## config.mk

```make
export PLATFORM = sky130hd
export DESIGN_NAME = mem_access_unit
export DESIGN_NICKNAME = d
export VERILOG_FILES = /design/src/rtl/mem_pkg.sv /design/src/rtl/load_extract.sv /design/src/rtl/mem_access_unit.sv
export SDC_FILE = /design/constraint.sdc
export NUM_CORES = 1
export LEC_CHECK = 0
export CORE_ASPECT_RATIO = 0.75
export CORE_MARGIN = 2
export CORE_UTILIZATION = 42
export DETAILED_ROUTE_END_ITERATION = 8
export PLACE_DENSITY = 0.88
export SYNTH_ARGS = -nofsm -noshare
export SYNTH_HDL_FRONTEND = slang
export SYNTH_HIERARCHICAL = 1
export SYNTH_SLANG_ARGS = --single-unit
```

## constraint.sdc

```tcl
create_clock -name clk -period 6 [get_ports clk]
set_input_delay 1.8 -clock clk [delete_from_list [all_inputs] [get_ports clk]]
set_output_delay 1.8 -clock clk [all_outputs]
set_load 0.1 [all_outputs]
```

## src/rtl/mem_pkg.sv

```systemverilog
// Shared size encodings, FSM state type and byte-lane mask helper for the MEM-stage access unit.
// Lanes are little-endian: lane k holds bits [8k+7:8k] of the memory word.
package mem_pkg;

    localparam logic [1:0] SIZE_BYTE = 2'b00;
    localparam logic [1:0] SIZE_HALF = 2'b01;
    localparam logic [1:0] SIZE_WORD = 2'b10;

    typedef enum logic {
        MAU_IDLE      = 1'b0,
        MAU_RMW_WRITE = 1'b1
    } mau_state_t;

    // A half access only looks at lo[1], so an odd half address falls onto the enclosing half.
    function automatic logic [3:0] lane_mask(input logic [1:0] size, input logic [1:0] lo);
        logic [3:0] mask;
        case (size)
            SIZE_BYTE: mask = 4'b0001 << lo;
            SIZE_HALF: mask = lo[1] ? 4'b1100 : 4'b0011;
            default:   mask = 4'b1111;
        endcase
        return mask;
    endfunction

endpackage

```

## src/rtl/load_extract.sv

```systemverilog
// Picks the addressed byte/half/word out of a memory word and sign- or zero-extends it.
module load_extract
    import mem_pkg::*;
(
    input  logic [31:0] word,
    input  logic [1:0]  addr_lo,
    input  logic [1:0]  size,
    input  logic        load_unsigned,
    output logic [31:0] load_data
);

    logic [7:0]  byte_sel;
    logic [15:0] half_sel;
    logic        byte_sign;
    logic        half_sign;

    always_comb begin
        byte_sel = 8'h00;
        case (addr_lo)
            2'd0: byte_sel = word[7:0];
            2'd1: byte_sel = word[15:8];
            2'd2: byte_sel = word[23:16];
            2'd3: byte_sel = word[31:24];
            default: byte_sel = word[7:0];
        endcase
        half_sel  = addr_lo[1] ? word[31:16] : word[15:0];
        byte_sign = byte_sel[7] & ~load_unsigned;
        half_sign = half_sel[15] & ~load_unsigned;

        load_data = word;
        case (size)
            SIZE_BYTE: load_data = {{24{byte_sign}}, byte_sel};
            SIZE_HALF: load_data = {{16{half_sign}}, half_sel};
            default:   load_data = word;
        endcase
    end

endmodule

```

## src/rtl/mem_access_unit.sv

```systemverilog
// MEM-stage front end to a word-wide data memory; sub-word stores run a 2-cycle read-modify-write.
// Define MAU_ALIGN_CHECK_EN to flag misaligned half/word accesses on addr_err instead of ignoring low bits.
//
//  state          | meaning
//  ---------------+-----------------------------------------------------------
//  MAU_IDLE       | accept loads/stores; sub-word store reads the word, stalls
//  MAU_RMW_WRITE  | write the merged word held in merge_reg, requests ignored
module mem_access_unit
    import mem_pkg::*;
#(
    parameter int ADDR_W = 32,
    parameter int DATA_W = 32
) (
    input  logic              clk,
    input  logic              rst,
    input  logic              mem_read,
    input  logic              mem_write,
    input  logic [1:0]        mem_size,
    input  logic              load_unsigned,
    input  logic [ADDR_W-1:0] addr,
    input  logic [DATA_W-1:0] store_data,
    output logic [DATA_W-1:0] load_data,
    output logic              stall,
    output logic              addr_err,
    output logic [ADDR_W-1:0] dm_address,
    output logic [DATA_W-1:0] dm_write_data,
    output logic              dm_mem_write,
    output logic              dm_mem_read,
    input  logic [DATA_W-1:0] dm_read_data
);

    mau_state_t        state;
    logic [DATA_W-1:0] merge_reg;

    logic              is_word;
    logic              is_half;
    logic              misaligned;
    logic              start_rmw;
    logic [ADDR_W-1:0] word_addr;
    logic [3:0]        mask;
    logic [DATA_W-1:0] store_lanes;
    logic [DATA_W-1:0] merged;
    logic [DATA_W-1:0] extracted;

    load_extract u_load_extract (
        .word          (dm_read_data),
        .addr_lo       (addr[1:0]),
        .size          (mem_size),
        .load_unsigned (load_unsigned),
        .load_data     (extracted)
    );

    always_comb begin
        is_word   = (mem_size == SIZE_WORD) || (mem_size == 2'b11);
        is_half   = (mem_size == SIZE_HALF);
        word_addr = {addr[ADDR_W-1:2], 2'b00};
`ifdef MAU_ALIGN_CHECK_EN
        misaligned = (is_half & addr[0]) | (is_word & (addr[1:0] != 2'b00));
`else
        misaligned = 1'b0;
`endif
        start_rmw = mem_write & ~is_word & ~misaligned;
    end

    // Replicate the store value across lanes so the mask alone picks what lands where.
    always_comb begin
        mask        = lane_mask(mem_size, addr[1:0]);
        store_lanes = (mem_size == SIZE_BYTE) ? {4{store_data[7:0]}} : {2{store_data[15:0]}};
        merged      = dm_read_data;
        for (int k = 0; k < 4; k++) begin
            if (mask[k]) begin
                merged[8*k +: 8] = store_lanes[8*k +: 8];
            end
        end
    end

    always_comb begin
        load_data     = '0;
        stall         = 1'b0;
        addr_err      = 1'b0;
        dm_address    = '0;
        dm_write_data = '0;
        dm_mem_write  = 1'b0;
        dm_mem_read   = 1'b0;
        if (rst) begin
            // everything stays quiet, including a pending RMW write
        end else if (state == MAU_RMW_WRITE) begin
            dm_mem_write  = 1'b1;
            dm_write_data = merge_reg;
            dm_address    = word_addr;
        end else if ((mem_read | mem_write) & misaligned) begin
            addr_err = 1'b1;
        end else if (mem_write) begin
            dm_address = word_addr;
            if (start_rmw) begin
                dm_mem_read = 1'b1;
                stall       = 1'b1;
            end else begin
                dm_mem_write  = 1'b1;
                dm_write_data = store_data;
            end
        end else if (mem_read) begin
            dm_mem_read = 1'b1;
            dm_address  = word_addr;
            load_data   = extracted;
        end
    end

    always_ff @(posedge clk) begin
        if (rst) begin
            state     <= MAU_IDLE;
            merge_reg <= '0;
        end else begin
            case (state)
                MAU_IDLE: begin
                    if (start_rmw) begin
                        merge_reg <= merged;
                        state     <= MAU_RMW_WRITE;
                    end
                end
                MAU_RMW_WRITE: state <= MAU_IDLE;
                default:       state <= MAU_IDLE;
            endcase
        end
    end

endmodule
```

==> qor.txt, run 1 <==
Post-synth ARST share: 0
Area contributors post-synth: dfxtp_1 (19%), mux2i_1 (14%), and2_1 (11%)
Clk_skew: 0.0111 ns
Design Area, Final: 6540 sq um
Initial Util: 0.438
Remaining antenna violation count: 0
Root Buffer: clkbuf_8
Cts hold-fix bufs: 0
Post-DP HPWL: 11500 microns
Placed Instances: 730
Largest register FFs: 32
Max Fanout on Critical Path: 16
CTS clock-pin slew for the worst setup and hold paths: 0.07 ns
Slew HR: 0.161
Top cells by count, synth: and2_1 (62), nand2_1 (58), nor2_1 (53)
Wirelength, routed: 14800 microns
Routed WL per cell: 20.1 microns
Vias: 4289
WS Path Type: input port to primary output
CTS sink cnt: 33
CTS Buf Count: 5
H-tree depth: 2
RePlAce Congestion: 0.956
Initial antenna violation count: 0
Global-route usage over all layers: 0.319
Count leader, synth: and2_1
Die area: 9090 sq um
Layout Cells excl Fill: 738
Clock Latency Late Sink: 0.30 ns
Power, Total: 0.00104 W
Setup crit start kind: input port
Largest net degree at the start of global routing: 34
Chip width: 109 microns
Ant diodes: 0
Fmax: 171 MHz
Max_cap viols: 0
Share of cells above drive strength 1: 0.246
Postcts setup bufs: 0
First-pass iteration count of the detailed router: 5
Net count, final: 735
Yosys warning total: 6
Post-synth EDFFs: 0
CP endpoint kind: primary output
First-pass GRT wire length: 23000 microns
Rows: 28
Die Span Y: 83.1 microns
P_leak: 2.64 nW
Min-delay worst type: flip-flop to flip-flop
Max-slew violation count: 0
Remaining routing DRC violations: 0
Post-DP Area: 6420 sq um
CTS Buffer Depth: 2
Final hold vios: 0
Vias/cell: 5.81
1st-iter DRT viols: 469
Mapped Cells: 457
Post-synthesis cell area: 3500 sq um
Period utilization: 0.975
CTS tree: yes
Yosys cell types: 40
Area growth syn-to-layout: 86.7%
Power per cell area: 159 nW/um^2
CP required: 4.20 ns
Core Box Area: 7990 sq um
Average size of a mapped cell: 7.66 sq um
Setup repair after global routing missed its margin: no
Fin crit period: 5.85 ns
Finish-stage setup viols: 0
Post-CTS sizing: 0
Vias in the first global route: 4168
Global route overflow: 0
Final TNS setup: 0 ns
Top cell type's share of synthesized area: 0.189
Ports: 203
Worst slew pin tran: 1.26 ns
Peak VDD IR: 0.229 mV
Run status: completed
Seq/Total Area, Yosys: 0.189
Post-synthesis register bit count: 33
IO buf count: 199
Yosys top cell by area: dfxtp_1
Worst endpoint data arrival time: 4.05 ns
Post-synth top flop: dfxtp_1
[kinds of logic after synthesis]
logic type             share of synthesized area
DFF                                        0.189
AOI/OAI and AO/OA                          0.222
other                                    0.00107
muxes                                      0.189
buffers and inverters                     0.0943
and+or+nand+nor                            0.305
[cell type report]
type	count	area [sq um]
timing repair buffer	213	3080
clock inverter	1	30.0
fill	474	1450
multi-input combinational	373	2520
inverter	6	27.5
sequential	33	662
tap	105	131
clock buffer	7	86.3
[worst paths after layout]
| check | start | endpoint | slack (ns) | depth (start not counted) |
|---|---|---|---|---|
| hold / removal | merge_reg[9]$_SDFFE_PP0P_ | merge_reg[9]$_SDFFE_PP0P_ | 0.45 | 2 |
| setup reg to reg | state$_SDFF_PP0_ | merge_reg[17]$_SDFFE_PP0P_ | 4.16 | 4 |
| setup / recovery | addr[1] | load_data[22] | 0.15 | 6 |
| hold reg to reg | merge_reg[9]$_SDFFE_PP0P_ | merge_reg[9]$_SDFFE_PP0P_ | 0.45 | 2 |
[layer usage]
| layer | part of all wire | vias up | GRT usage |
|---|---|---|---|
| met2 | 0.51 | 278 | 0.562 |
| li1 | - | 1930 | - |
| met5 | 0 | - | 0 |
| met3 | 0.094 | 53 | 0.0761 |
| met4 | 0.030 | 0 | 0.0967 |
| met1 | 0.37 | 2028 | 0.377 |
[stage by stage]
| step | setup slack [ns] | util | hold slack, ns |
|---|---|---|---|
| floorplan | 0.488 | - | 0.422 |
| global placement | 0.311 | 0.804 | 0.433 |
| detailed placement | 0.225 | 0.804 | 0.438 |
| CTS | 0.213 | 0.819 | 0.451 |
| global route | 0.0691 | 0.819 | 0.463 |
| finish | 0.150 | 0.819 | 0.450 |
[worst max-delay path: stages]
cell,delay (ns)
clkdlybuf4s50_1,0.80
mux2i_1,0.23
or3_1,0.62
o211ai_2,0.19
and2_1,0.23
buf_12,0.18
[cells in the final DEF (no fill, tap or decap), types with 10 or more instances in the layout]
cell type / n
a21oi_1: 19
and2_1: 62
buf_12: 98
buf_4: 13
clkdlybuf4s50_1: 102
dfxtp_1: 32
mux2i_1: 48
nand2_1: 58
nor2_1: 52
nor2b_1: 26
o211ai_2: 10
o21ai_0: 14
o221ai_1: 16
[report_power, final]
part           switching, W  internal, W
Sequential       0.00000901     0.000232
Clock             0.0000878     0.000135
Combinational      0.000348     0.000226
Total              0.000445     0.000594
Note: power is estimated with default switching activity, not from simulation.
==> run 2: changes to the inputs <==
--- a/config.mk
+++ b/config.mk
@@ -6,7 +6,6 @@
 export NUM_CORES = 1
 export LEC_CHECK = 0
 export CORE_ASPECT_RATIO = 0.75
-export CORE_MARGIN = 2
 export CORE_UTILIZATION = 42
 export DETAILED_ROUTE_END_ITERATION = 8
 export PLACE_DENSITY = 0.88
==> qor.txt, run 2 (synthesized netlist as in run 1, its figures left out) <==
IO buf count: 199 (unchanged)
Rows: 28 (unchanged)
Max-slew violation count: 0 (unchanged)
CTS sink cnt: 33 (unchanged)
Core Util, Final: 0.818 (was 0.819)
Final TNS setup: 0 ns (unchanged)
WS Path Type: input port to primary output (unchanged)
Post-DP HPWL: 11800 microns (was 11500 microns)
Core Box Area: 7990 sq um (unchanged)
CTS Buf Count: 5 (unchanged)
Reg-to-Reg End: merge_reg[5]$_SDFFE_PP0P_ (was merge_reg[17]$_SDFFE_PP0P_)
P_leak: 2.64 nW (about the same)
Slew HR: 0.174 (was 0.161)
Peak VDD IR: 0.103 mV (was 0.229 mV)
Commonest non-fill, non-tap cell in the layout: clkdlybuf4s50_1 (unchanged)
Max incr delay on CP: 0.54 ns (was 0.80 ns)
Wirelength, routed: 15400 microns (was 14800 microns)
Largest delay share family, worst path: buffers and inverters (unchanged)
Reg-to-Reg Start: state$_SDFF_PP0_ (unchanged)
Worst setup margin: 0.291 ns (was 0.150 ns)
Period utilization: 0.951 (was 0.975)
Most numerous cell on the critical path: buf_4
Max_cap viols: 0 (unchanged)
Worst Setup SP: mem_size[1] (was addr[1])
Switching power: 0.000454 W (was 0.000445 W)
Chip width: 107 microns (was 109 microns)
Ports: 203 (unchanged)
Largest register FFs: 32 (unchanged)
R2R Setup Slk: 3.99 ns (was 4.16 ns)
CTS tree: yes (unchanged)
Power per cell area: 165 nW/um^2 (was 159 nW/um^2)
Worst path bufs/invs: 4 (was 2)
Crit-path cells: clkdlybuf4s50_1 > buf_4 > nor2b_1 > a32oi_2 > buf_4 > o211ai_1 > and2_1 > buf_12 (was clkdlybuf4s50_1 > mux2i_1 > or3_1 > o211ai_2 > and2_1 > buf_12)
Die Span Y: 81.1 microns (was 83.1 microns)
CP endpoint kind: primary output (unchanged)
Area growth syn-to-layout: 86.6% (was 86.7%)
Initial antenna violation count: 0 (unchanged)
Post-CTS sizing: 0 (unchanged)
Gate power share: 0.536 (was 0.553)
Ant diodes: 0 (unchanged)
Reg2Reg Depth: 4 (unchanged)
Clk_skew: 0.00815 ns (was 0.0111 ns)
1st-iter DRT viols: 554 (was 469)
Root Buffer: clkbuf_8 (unchanged)
CP required: 4.20 ns (about the same)
Place WS: 0.355 ns (was 0.225 ns)
Routed WL per cell: 20.8 microns (was 20.1 microns)
Cell-internal power: 0.000622 W (was 0.000594 W)
Final hold vios: 0 (unchanged)
Setup crit start kind: input port (unchanged)
Finish-stage setup viols: 0 (unchanged)
Min-delay worst type: flip-flop to flip-flop (unchanged)
Postcts setup bufs: 0 (unchanged)
Remaining antenna violation count: 0 (unchanged)
Die area: 8710 sq um (was 9090 sq um)
RePlAce Congestion: 0.957 (was 0.956)
Largest net degree at the start of global routing: 34 (unchanged)
First-pass iteration count of the detailed router: 6 (was 5)
First-pass GRT wire length: 23200 microns (was 23000 microns)
Clk network pwr share: 0.240 (was 0.215)
Fmax: 175 MHz (was 171 MHz)
CTS Buffer Depth: 2 (unchanged)
Cts hold-fix bufs: 0 (unchanged)
Worst slew pin tran: 1.24 ns (was 1.26 ns)
CTS clock-pin slew for the worst setup and hold paths: 0.07 ns (about the same)
Net count, final: 734 (was 735)
Worst endpoint data arrival time: 3.91 ns (was 4.05 ns)
H-tree depth: 2 (unchanged)
Clock Latency Late Sink: 0.30 ns (about the same)
Vias in the first global route: 4243 (was 4168)
Placed Instances: 729 (was 730)
Remaining routing DRC violations: 0 (unchanged)
Global route overflow: 0 (unchanged)
Slowest cell on the critical path: clkdlybuf4s50_1 (unchanged)
WP depth: 8 (was 6)
CP endpoint: load_data[30] (was load_data[22])
Power, Total: 0.00108 W (was 0.00104 W)
Most frequent cells in the layout: clkdlybuf4s50_1 (102), buf_12 (97), and2_1 (62), nand2_1 (58), nor2_1 (52) (was clkdlybuf4s50_1 (102), buf_12 (98), and2_1 (62), nand2_1 (58), nor2_1 (52))
Layout Cells excl Fill: 737 (was 738)
Setup repair after global routing missed its margin: no (unchanged)
Max Fanout on Critical Path: 25 (was 16)
Vias/cell: 6.06 (was 5.81)
Fin crit period: 5.71 ns (was 5.85 ns)
Vias: 4467 (was 4289)
Global-route usage over all layers: 0.344 (was 0.319)
Initial Util: 0.438 (unchanged)
Share of cells above drive strength 1: 0.247 (was 0.246)
Sequential share of power: 0.224 (was 0.232)
Net switching fraction of the power: 0.422 (was 0.429)
Run status: completed (unchanged)
## run 2: cell types whose count changed in the layout (fill, tap and decap cells not counted), sizes merged
| cell | change |
|---|---|
| clkinv | +1 |
| buf | -1 |
| clkbuf | -2 |
| bufinv | +1 |
## run 2: worst min-delay path by stage
stage                               startpoint                          to  slack, ns  cells after the start
floorplan           merge_reg[10]$_SDFFE_PP0P_  merge_reg[10]$_SDFFE_PP0P_       0.42                      2
global placement    merge_reg[11]$_SDFFE_PP0P_  merge_reg[11]$_SDFFE_PP0P_       0.43                      2
finish              merge_reg[12]$_SDFFE_PP0P_  merge_reg[12]$_SDFFE_PP0P_       0.45                      2
global route        merge_reg[14]$_SDFFE_PP0P_  merge_reg[14]$_SDFFE_PP0P_       0.48                      2
CTS                 merge_reg[14]$_SDFFE_PP0P_  merge_reg[14]$_SDFFE_PP0P_       0.46                      2
detailed placement  merge_reg[15]$_SDFFE_PP0P_  merge_reg[15]$_SDFFE_PP0P_       0.44                      2
## run 2: worst reg2reg max path, cell delays in order, from the launching register on
cell	delay, ns
dfxtp_2	0.46
nor3b_2	0.09
nor2_2	0.93
nand2_1	0.25
o21ai_0	0.18
## run 2: area by class of cell
type                            instances  area, sq um
Tap cell                              105          131
Clock buffer                            5         68.8
Fill cell                             461         1450
Sequential cell                        33          662
Inverter                                6         27.5
Multi-Input combinational cell        373         2520
Clock inverter                          3         65.1
Timing Repair Buffer                  212         3060
## run 2: stage by stage
stage | hold slack [ns] | instance area (sq um)
detailed placement | 0.439 | 6400
global placement | 0.435 | 6400
finish | 0.453 | 6540
CTS | 0.456 | 6540
floorplan | 0.422 | 3510
global route | 0.479 | 6540
## run 2: power groups by stage
stage / combinational, W / sequential, W / clock (W)
after floorplan: 0.000343 / 0.000241 / 0
after global placement: 0.000557 / 0.000245 / 0
after detailed placement: 0.000568 / 0.000246 / 0
after CTS: 0.000570 / 0.000241 / 0.000254
after global routing: 0.000596 / 0.000242 / 0.000266
final: 0.000577 / 0.000241 / 0.000258
## run 2: layer usage
| layer | track usage | up-vias | part of all wire |
|---|---|---|---|
| li1 | - | 1940 | - |
| met1 | 0.394 | 2051 | 0.35 |
| met2 | 0.615 | 388 | 0.50 |
| met3 | 0.0770 | 88 | 0.10 |
| met4 | 0.164 | 0 | 0.046 |
| met5 | 0 | - | 0 |
==> run 3: changes to the inputs <==
--- a/config.mk
+++ b/config.mk
@@ -6,9 +6,11 @@
 export NUM_CORES = 1
 export LEC_CHECK = 0
 export CORE_ASPECT_RATIO = 0.75
+export CORE_MARGIN = 2
 export CORE_UTILIZATION = 42
 export DETAILED_ROUTE_END_ITERATION = 8
 export PLACE_DENSITY = 0.88
+export SLEW_MARGIN = 20
 export SYNTH_ARGS = -nofsm -noshare
 export SYNTH_HDL_FRONTEND = slang
 export SYNTH_HIERARCHICAL = 1
==> qor.txt, run 3 (synthesized netlist as in run 1, its figures left out) <==
Worst endpoint data arrival time: 4.05 ns (was 3.91 ns)
Finish-stage setup viols: 0 (unchanged)
Postcts setup bufs: 0 (unchanged)
Largest register FFs: 32 (unchanged)
Clk_skew: 0.00783 ns (was 0.00815 ns)
Min-delay worst type: flip-flop to flip-flop (unchanged)
Global-route usage over all layers: 0.319 (was 0.344)
Rows: 28 (unchanged)
Chip width: 109 microns (was 107 microns)
Power per cell area: 159 nW/um^2 (was 165 nW/um^2)
Global route overflow: 0 (unchanged)
Ant diodes: 0 (unchanged)
P_leak: 2.64 nW (about the same)
Share of cells above drive strength 1: 0.246 (was 0.247)
Run status: completed (unchanged)
Area growth syn-to-layout: 86.9% (was 86.6%)
First-pass iteration count of the detailed router: 6 (unchanged)
Root Buffer: clkbuf_8 (unchanged)
Largest net degree at the start of global routing: 34 (unchanged)
Remaining antenna violation count: 0 (unchanged)
Final TNS setup: 0 ns (unchanged)
Final hold vios: 0 (unchanged)
Fmax: 171 MHz (was 175 MHz)
CTS Buf Count: 5 (unchanged)
Clock Latency Late Sink: 0.30 ns (about the same)
Ports: 203 (unchanged)
Peak VDD IR: 0.229 mV (was 0.103 mV)
Routed WL per cell: 20.0 microns (was 20.8 microns)
Core Box Area: 7990 sq um (unchanged)
Vias/cell: 5.87 (was 6.06)
Setup crit start kind: input port (unchanged)
CP endpoint kind: primary output (unchanged)
Initial Util: 0.438 (unchanged)
Max-slew violation count: 0 (unchanged)
Vias: 4332 (was 4467)
Die Span Y: 83.1 microns (was 81.1 microns)
Remaining routing DRC violations: 0 (unchanged)
CTS sink cnt: 33 (unchanged)
IO buf count: 199 (unchanged)
WS Path Type: input port to primary output (unchanged)
Period utilization: 0.974 (was 0.951)
CP required: 4.20 ns (about the same)
Vias in the first global route: 4168 (was 4243)
Max_cap viols: 0 (unchanged)
Setup repair after global routing missed its margin: no (unchanged)
RePlAce Congestion: 0.956 (was 0.957)
Max Fanout on Critical Path: 16 (was 25)
Commonest non-fill, non-tap cell in the layout: clkdlybuf4s50_1 (unchanged)
Initial antenna violation count: 0 (unchanged)
CTS tree: yes (unchanged)
Slew HR: 0.502 (was 0.174)
Worst setup margin: 0.154 ns (was 0.291 ns)
Most frequent cells in the layout: clkdlybuf4s50_1 (102), buf_12 (98), and2_1 (62), nand2_1 (58), nor2_1 (52) (was clkdlybuf4s50_1 (102), buf_12 (97), and2_1 (62), nand2_1 (58), nor2_1 (52))
Net count, final: 735 (was 734)
1st-iter DRT viols: 462 (was 554)
Wirelength, routed: 14800 microns (was 15400 microns)
CTS clock-pin slew for the worst setup and hold paths: 0.07 ns (about the same)
H-tree depth: 2 (unchanged)
Worst slew pin tran: 0.747 ns (was 1.24 ns)
Power, Total: 0.00104 W (was 0.00108 W)
Die area: 9090 sq um (was 8710 sq um)
Post-DP HPWL: 11500 microns (was 11800 microns)
Post-CTS sizing: 0 (unchanged)
Fin crit period: 5.85 ns (was 5.71 ns)
Place WS: 0.225 ns (was 0.355 ns)
First-pass GRT wire length: 23000 microns (was 23200 microns)
CTS Buffer Depth: 2 (unchanged)
Cts hold-fix bufs: 0 (unchanged)
[run 3: worst max-delay path, stage by stage]
cell and delay (ns):
clkdlybuf4s50_1 0.80, mux2i_1 0.23, or3_1 0.61, o211ai_2 0.19, and2_1 0.23, buf_12 0.18
[run 3: layer usage]
layer | wire (microns) | global-route usage
met3 | 1480 | 0.0761
met1 | 5320 | 0.377
met5 | 0 | 0
met4 | 476 | 0.0967
met2 | 7470 | 0.562
[run 3: worst paths after layout]
path                        startpoint                    endpoint  slack [ns]  cells past startpoint
max                            addr[1]               load_data[22]        0.15                      6
min          merge_reg[8]$_SDFFE_PP0P_   merge_reg[8]$_SDFFE_PP0P_        0.45                      2
max reg2reg           state$_SDFF_PP0_  merge_reg[17]$_SDFFE_PP0P_        4.55                      4
min reg2reg  merge_reg[8]$_SDFFE_PP0P_   merge_reg[8]$_SDFFE_PP0P_        0.45                      2
[run 3: cell type report]
type	instances	area [sq um]
clock inverters	1	30.0
clock buffers	7	86.3
multi-input cells	373	2530
fillers	472	1440
repair buffers	213	3080
flip-flops and latches	33	662
well taps	105	131
inverters	6	27.5
[run 3: power breakdown]
part           leakage (nW)  switching [W]  internal [W]
clock                0.0585      0.0000872      0.000135
sequential            0.270     0.00000905      0.000232
combinational          2.31       0.000348      0.000226
total                  2.64       0.000445      0.000594
[run 3: stage by stage]
stage,hold WS (ns),instances,util,cell area [sq um]
final,0.452,738,0.819,6540
after global routing,0.463,738,0.819,6540
after detailed placement,0.438,730,0.804,6420
after global placement,0.433,730,0.804,6420
after floorplan,0.422,459,-,3510
after CTS,0.451,738,0.819,6540
